<file path="src/rtl/fetch_unit.sv">
// fetch_unit: pipelined instruction fetch with prefetch queue and redirect squash (FETCH_STATS_EN adds fetch/squash counters)
module fetch_unit #(
    parameter int ADDR_W = 16,
    parameter int INSTR_W = 16,
    parameter int DEPTH = 4,
    parameter logic [ADDR_W-1:0] RESET_PC = '0,
    parameter int PC_INC = 2
) (
    input  logic               clk,
    input  logic               reset,
    input  logic               fetch_en,
    input  logic               redirect_valid,
    input  logic [ADDR_W-1:0]  redirect_pc,
    output logic               imem_req,
    output logic [ADDR_W-1:0]  imem_addr,
    input  logic               imem_gnt,
    input  logic               imem_rvalid,
    input  logic [INSTR_W-1:0] imem_rdata,
    output logic               out_valid,
    input  logic               out_ready,
    output logic [INSTR_W-1:0] out_instr,
    output logic [ADDR_W-1:0]  out_pc,
    output logic [ADDR_W-1:0]  out_pc_next,
    output logic               busy
`ifdef FETCH_STATS_EN
    ,
    output logic [31:0]        stat_fetched,
    output logic [31:0]        stat_squashed
`endif
);
    localparam int CW = $clog2(DEPTH) + 1;
    localparam int AW = $clog2(DEPTH);
    localparam logic [ADDR_W-1:0] INC = ADDR_W'(PC_INC);
    localparam logic [CW:0] CAP = (CW+1)'(DEPTH);

    typedef enum logic [1:0] {IDLE, FETCH, FLUSH} state_t;
    state_t state, state_nxt;

    logic [ADDR_W-1:0] fetch_pc, resp_pc;
    logic [CW-1:0] outstanding, out_nxt, drop_cnt, drop_nxt, q_count;
    logic [AW-1:0] rd_ptr, wr_ptr;
    logic [INSTR_W-1:0] instr_q [DEPTH];
    logic [ADDR_W-1:0] pc_q [DEPTH];
    logic gnt, rv, drop, push, pop;

    // memory/queue events; rvalid with nothing outstanding (stale after reset) is ignored
    always_comb begin
        gnt = imem_req & imem_gnt;
        rv = imem_rvalid & (outstanding != '0);
        drop = rv & (redirect_valid | (drop_cnt != '0));
        push = rv & ~drop;
        pop = out_valid & out_ready;
        out_nxt = outstanding + CW'(gnt) - CW'(rv);
        drop_nxt = redirect_valid ? out_nxt : drop_cnt - CW'(drop);
    end

    // state register
    always_ff @(posedge clk) state <= reset ? IDLE : state_nxt;

    // next-state logic
    always_comb begin
        state_nxt = (!fetch_en && outstanding == '0) ? IDLE :
                    (state == IDLE) ? (fetch_en ? FETCH : IDLE) :
                    redirect_valid ? ((out_nxt != '0) ? FLUSH : FETCH) :
                    (state == FLUSH && drop_nxt == '0) ? FETCH : state;
    end

    // outputs: credit-limited request, registered queue head
    always_comb begin
        imem_req = fetch_en & ~redirect_valid & (state != IDLE) & (({1'b0, q_count} + {1'b0, outstanding}) < CAP);
        imem_addr = fetch_pc;
        out_valid = (q_count != '0) & ~redirect_valid;
        out_instr = instr_q[rd_ptr];
        out_pc = pc_q[rd_ptr];
        out_pc_next = pc_q[rd_ptr] + INC;
        busy = (outstanding != '0) | (q_count != '0);
    end

    // counters, pointers and PCs; resp_pc is the PC of the next response that will be kept
    always_ff @(posedge clk) begin
        if (reset) begin
            fetch_pc <= RESET_PC;
            resp_pc <= RESET_PC;
            outstanding <= '0;
            drop_cnt <= '0;
            q_count <= '0;
            rd_ptr <= '0;
            wr_ptr <= '0;
        end else begin
            outstanding <= out_nxt;
            drop_cnt <= drop_nxt;
            if (redirect_valid) begin
                fetch_pc <= redirect_pc;
                resp_pc <= redirect_pc;
                q_count <= '0;
                rd_ptr <= '0;
                wr_ptr <= '0;
            end else begin
                if (gnt) fetch_pc <= fetch_pc + INC;
                if (push) resp_pc <= resp_pc + INC;
                if (push) wr_ptr <= wr_ptr + AW'(1);
                if (pop) rd_ptr <= rd_ptr + AW'(1);
                q_count <= q_count + CW'(push) - CW'(pop);
            end
        end
    end

    // queue storage
    always_ff @(posedge clk) begin
        if (push) begin
            instr_q[wr_ptr] <= imem_rdata;
            pc_q[wr_ptr] <= resp_pc;
        end
    end

`ifdef FETCH_STATS_EN
    // activity counters: kept responses, and dropped responses plus entries flushed by redirect
    always_ff @(posedge clk) begin
        if (reset) begin
            stat_fetched <= '0;
            stat_squashed <= '0;
        end else begin
            stat_fetched <= stat_fetched + 32'(push);
            stat_squashed <= stat_squashed + 32'(drop) + (redirect_valid ? 32'(q_count) : 32'd0);
        end
    end
`endif
endmodule

</file>
<file path="config.mk">
export PLATFORM = sky130hd
export DESIGN_NAME = fetch_unit
export DESIGN_NICKNAME = d
export VERILOG_FILES = /design/src/rtl/fetch_unit.sv
export SDC_FILE = /design/constraint.sdc
export NUM_CORES = 1
export LEC_CHECK = 0
export ABC_AREA = 1
export BUFFER_PORTS_ARGS = -buffer_cell sky130_fd_sc_hd__buf_2
export CAP_MARGIN = 5
export CORE_AREA = 2 2 119 121
export DETAILED_ROUTE_END_ITERATION = 8
export DIE_AREA = 0 0 121 123
export PLACE_DENSITY = 0.88
export SYNTH_ARGS = -nofsm -noshare
export SYNTH_HDL_FRONTEND = slang
export SYNTH_SLANG_ARGS = --single-unit
</file>
<file path="constraint.sdc">
create_clock -name clk -period 5.15 [get_ports clk]
set_input_delay 0.2575 -clock clk [delete_from_list [all_inputs] [get_ports clk]]
set_output_delay 0.2575 -clock clk [all_outputs]
set_load 0.01 [all_outputs]
</file>
==> flow_summary.rst <==
.. list-table::
   :header-rows: 1

   * - Metric
     - Value
   * - Layout-stage area growth over the synthesis result
     - 14.3%
   * - Final core utilization
     - approximately 70%
   * - Placeable core region
     - between 0.01 and 0.015 mm²
   * - Final critical path time including I/O delays and setup
     - between 3 and 4 ns
   * - Post_cts resized
     - 0
   * - Boundary pin count
     - between 100 and 150
   * - Hold Crit Depth
     - 1
   * - Final number of setup-violating endpoints
     - 0
   * - Clock Path Buffers
     - 2
   * - Leading cell types in the layout, fill and taps excluded
     - nand2_1 (251), edfxtp_1 (128), nor2_1 (109), buf_2 (105), inv_1 (80)
   * - Mean number of vias per cell
     - approximately 5.5
   * - Number of nets with antenna violations after detailed routing
     - 0
   * - Final antenna diode count
     - 0
   * - Cell area after synthesis
     - around 0.0083 mm²
   * - Peak supply drop
     - approximately 0.23 mV
   * - Fraction of registers with async set/reset
     - 0%
   * - Final routed DRC violation total
     - 0
   * - Part of the cycle the worst path needs
     - approximately 69%
   * - Starting utilization of the core area
     - about three fifths
   * - Cells after synthesis
     - 922
   * - Clock skew
     - between 0.006 and 0.007 ns
   * - Arrival time worst endpoint
     - around 3.3 ns
   * - Net count of the mapped netlist
     - 978
   * - Top flip-flop cell by instance count after synthesis
     - edfxtp_1
   * - Final weighted congestion in routability-driven placement
     - 0.908
   * - Worst path required time
     - between 4 and 5 ns
   * - Hold WC Path Type
     - input port to flop
   * - Flops & latches, synth
     - between 150 and 200
   * - Routed Wire Length
     - ~18000 µm
   * - Via count of the first global-routing pass
     - between 6000 and 7000
   * - Global-route wire length before repair
     - between 20000 and 30000 µm
   * - Post-CTS setup buffers
     - 0
   * - Clock tree from TritonCTS
     - built
   * - Max-slew headroom at the worst pin
     - between 20 and 30%
   * - Initial DRC Count
     - approximately 550
   * - All-layer global routing usage
     - a little over a quarter
   * - Pleak
     - roughly 0.0040 µW
   * - Max Slew Vio Count
     - 0
   * - Die boundary width
     - 121 µm
   * - Worst-margin pin slew
     - roughly 1.1 ns
   * - CTS Sinks
     - ~180
   * - Ratio of cells with drive above 1 in the final layout
     - roughly 17%
   * - Pin count of the biggest net entering global routing
     - about 70
   * - Power density cells
     - approximately 360 mW/mm²
   * - Kind of end point of the critical path
     - primary output
   * - Sequential-to-total area share from yosys stat
     - 58.1%
   * - Number of detailed-routing iterations run before antenna repair
     - 5
   * - Number of H-tree levels
     - 4
   * - Placed standard-cell area
     - between 0.008 and 0.009 mm²
   * - Dpl hpwl
     - about 12000 µm
   * - Worst reg2reg path depth
     - 13
   * - Average wire per standard cell
     - roughly 15 µm
   * - Worst Setup Path Type
     - flop to primary output
   * - Cell at the root of the clock tree
     - clkbuf_16
   * - Number of buffers added by the clock tree synthesis step
     - 17
   * - Total of buffers placed on input and output ports
     - 105
   * - Final layout net count
     - between 1000 and 1500
   * - Die height
     - approximately 120 µm
   * - Result of the run
     - completed
   * - Count of final hold-check violations
     - 0
   * - Initial antenna violation count
     - 0
   * - RSZ-0062 raised after global routing
     - no
   * - Insertion delay of the later-clocked pin in the worst-skew pair
     - around 0.43 ns
   * - Post-Synthesis Mean Instance Area
     - 9.00 µm²
   * - Final Cell Area
     - 0.00949 mm²
   * - Yosys warning count
     - 0
   * - Critical Path Source Type
     - flop
   * - Clock-pin slew reported for the worst setup and hold paths after clock tree synthesis
     - 0.06 ns
   * - Critical-path maximum fanout
     - 67
   * - Most common library cell in the layout ignoring fill and taps
     - nand2_1
   * - Grt ovf
     - 0
   * - Count of vias placed by the detailed router
     - between 6000 and 7000
   * - Total Die Area
     - approximately 0.015 mm²
   * - Final sum of negative setup slack
     - 0 ns
   * - Number of flops mapped to enable cells by yosys
     - between 100 and 150
   * - Post-CTS Hold Buffers
     - 0
   * - Number of max-capacitance violations reported
     - 0
   * - Standard-cell row count
     - 43
   * - Total Power Consumption
     - around 3400 µW
   * - Number of distinct standard cells referenced by the synthesized netlist
     - 34
   * - Highest achievable clock rate
     - roughly 280 MHz
==> layout make-up <==
class	count	area, µm²
well taps	180	225
clock inverters	12	123
multi-input cells	625	2970
flip-flops and latches	177	4830
clock buffers	20	447
inverters	86	325
fillers	1002	4120
repair buffers	112	578
==> worst paths after layout <==
kind                               end                      start  slack, ns
min           instr_q[3][10]$_DFFE_PP_             imem_rdata[10]       0.04
max                    out_pc_next[11]                       flop       1.58
max reg2reg      q_count[2]$_SDFF_PP0_  outstanding[1]$_SDFF_PP0_       2.24
min reg2reg  imem_addr[0]$_SDFFE_PP0P_  imem_addr[0]$_SDFFE_PP0P_       0.48
==> through the flow <==
stage	std cells	hold slack, ns	worst slack (ns)
4_1_cts	1212	0.0204	1.58
3_3_place_gp	1180	0.444	2.09
5_1_grt	1212	0.0182	1.31
2_1_floorplan	922	0.356	2.38
3_5_place_dp	1180	0.474	2.04
6_report	1212	0.0383	1.58
==> cells in the mapped netlist (10+ instances only) <==
library cell	number	share of area (%)
nand4_1	10	0.75
a21oi_1	30	1.8
nand3_1	74	4.5
clkbuf_1	14	0.63
nor2_1	113	5.1
dfxtp_1	49	12
edfxtp_1	128	46
o21ai_0	63	3.8
ha_1	15	2.3
o22ai_1	17	1.3
inv_1	80	3.6
nand2_1	251	11
==> cell families after synthesis <==
family          count (synthesis)  synth area share [%]
compound gates                118                  7.54
xor+xnor                       13                  1.37
fa+ha+maj                      17                  2.74
buf+inv                       120                  6.27
flops                         177                  58.1
simple gates                  477                  24.0
==> flip-flops by register name, summed over array words and instances (netlist names), named ones only <==
register / flops
drop_cnt: 3
imem_addr: 16
instr_q: 64
outstanding: 3
pc_q: 64
q_count: 3
rd_ptr: 2
resp_pc: 16
state: 2
wr_ptr: 2
==> report_power, final <==
part	switching [µW]	internal [µW]	total [µW]
clock network	539	689	1230
logic	337	186	523
registers	62.8	1620	1680
total	938	2490	3430
==> worst max-delay path: stages (launching register included) <==
cell and delay, ns:
dfxtp_2 0.31, buf_4 0.33, inv_2 0.85, nand2_1 0.19, nand2_1 0.12, nand2_1 0.06
nand2_1 0.12, ha_1 0.19, nand2_1 0.13, nor2_4 0.20, nand3_1 0.10, nand2_1 0.06
nand2_1 0.05, buf_2 0.13
==> per-layer routing <==
layer / share of wire, % / track usage, %
met3: 7.1 / 5.86
met2: 49 / 44.4
met1: 42 / 32.6
met4: 2.2 / 9.67
met5: 0 / 0
No activity file was read; power rests on OpenSTA's default activity.
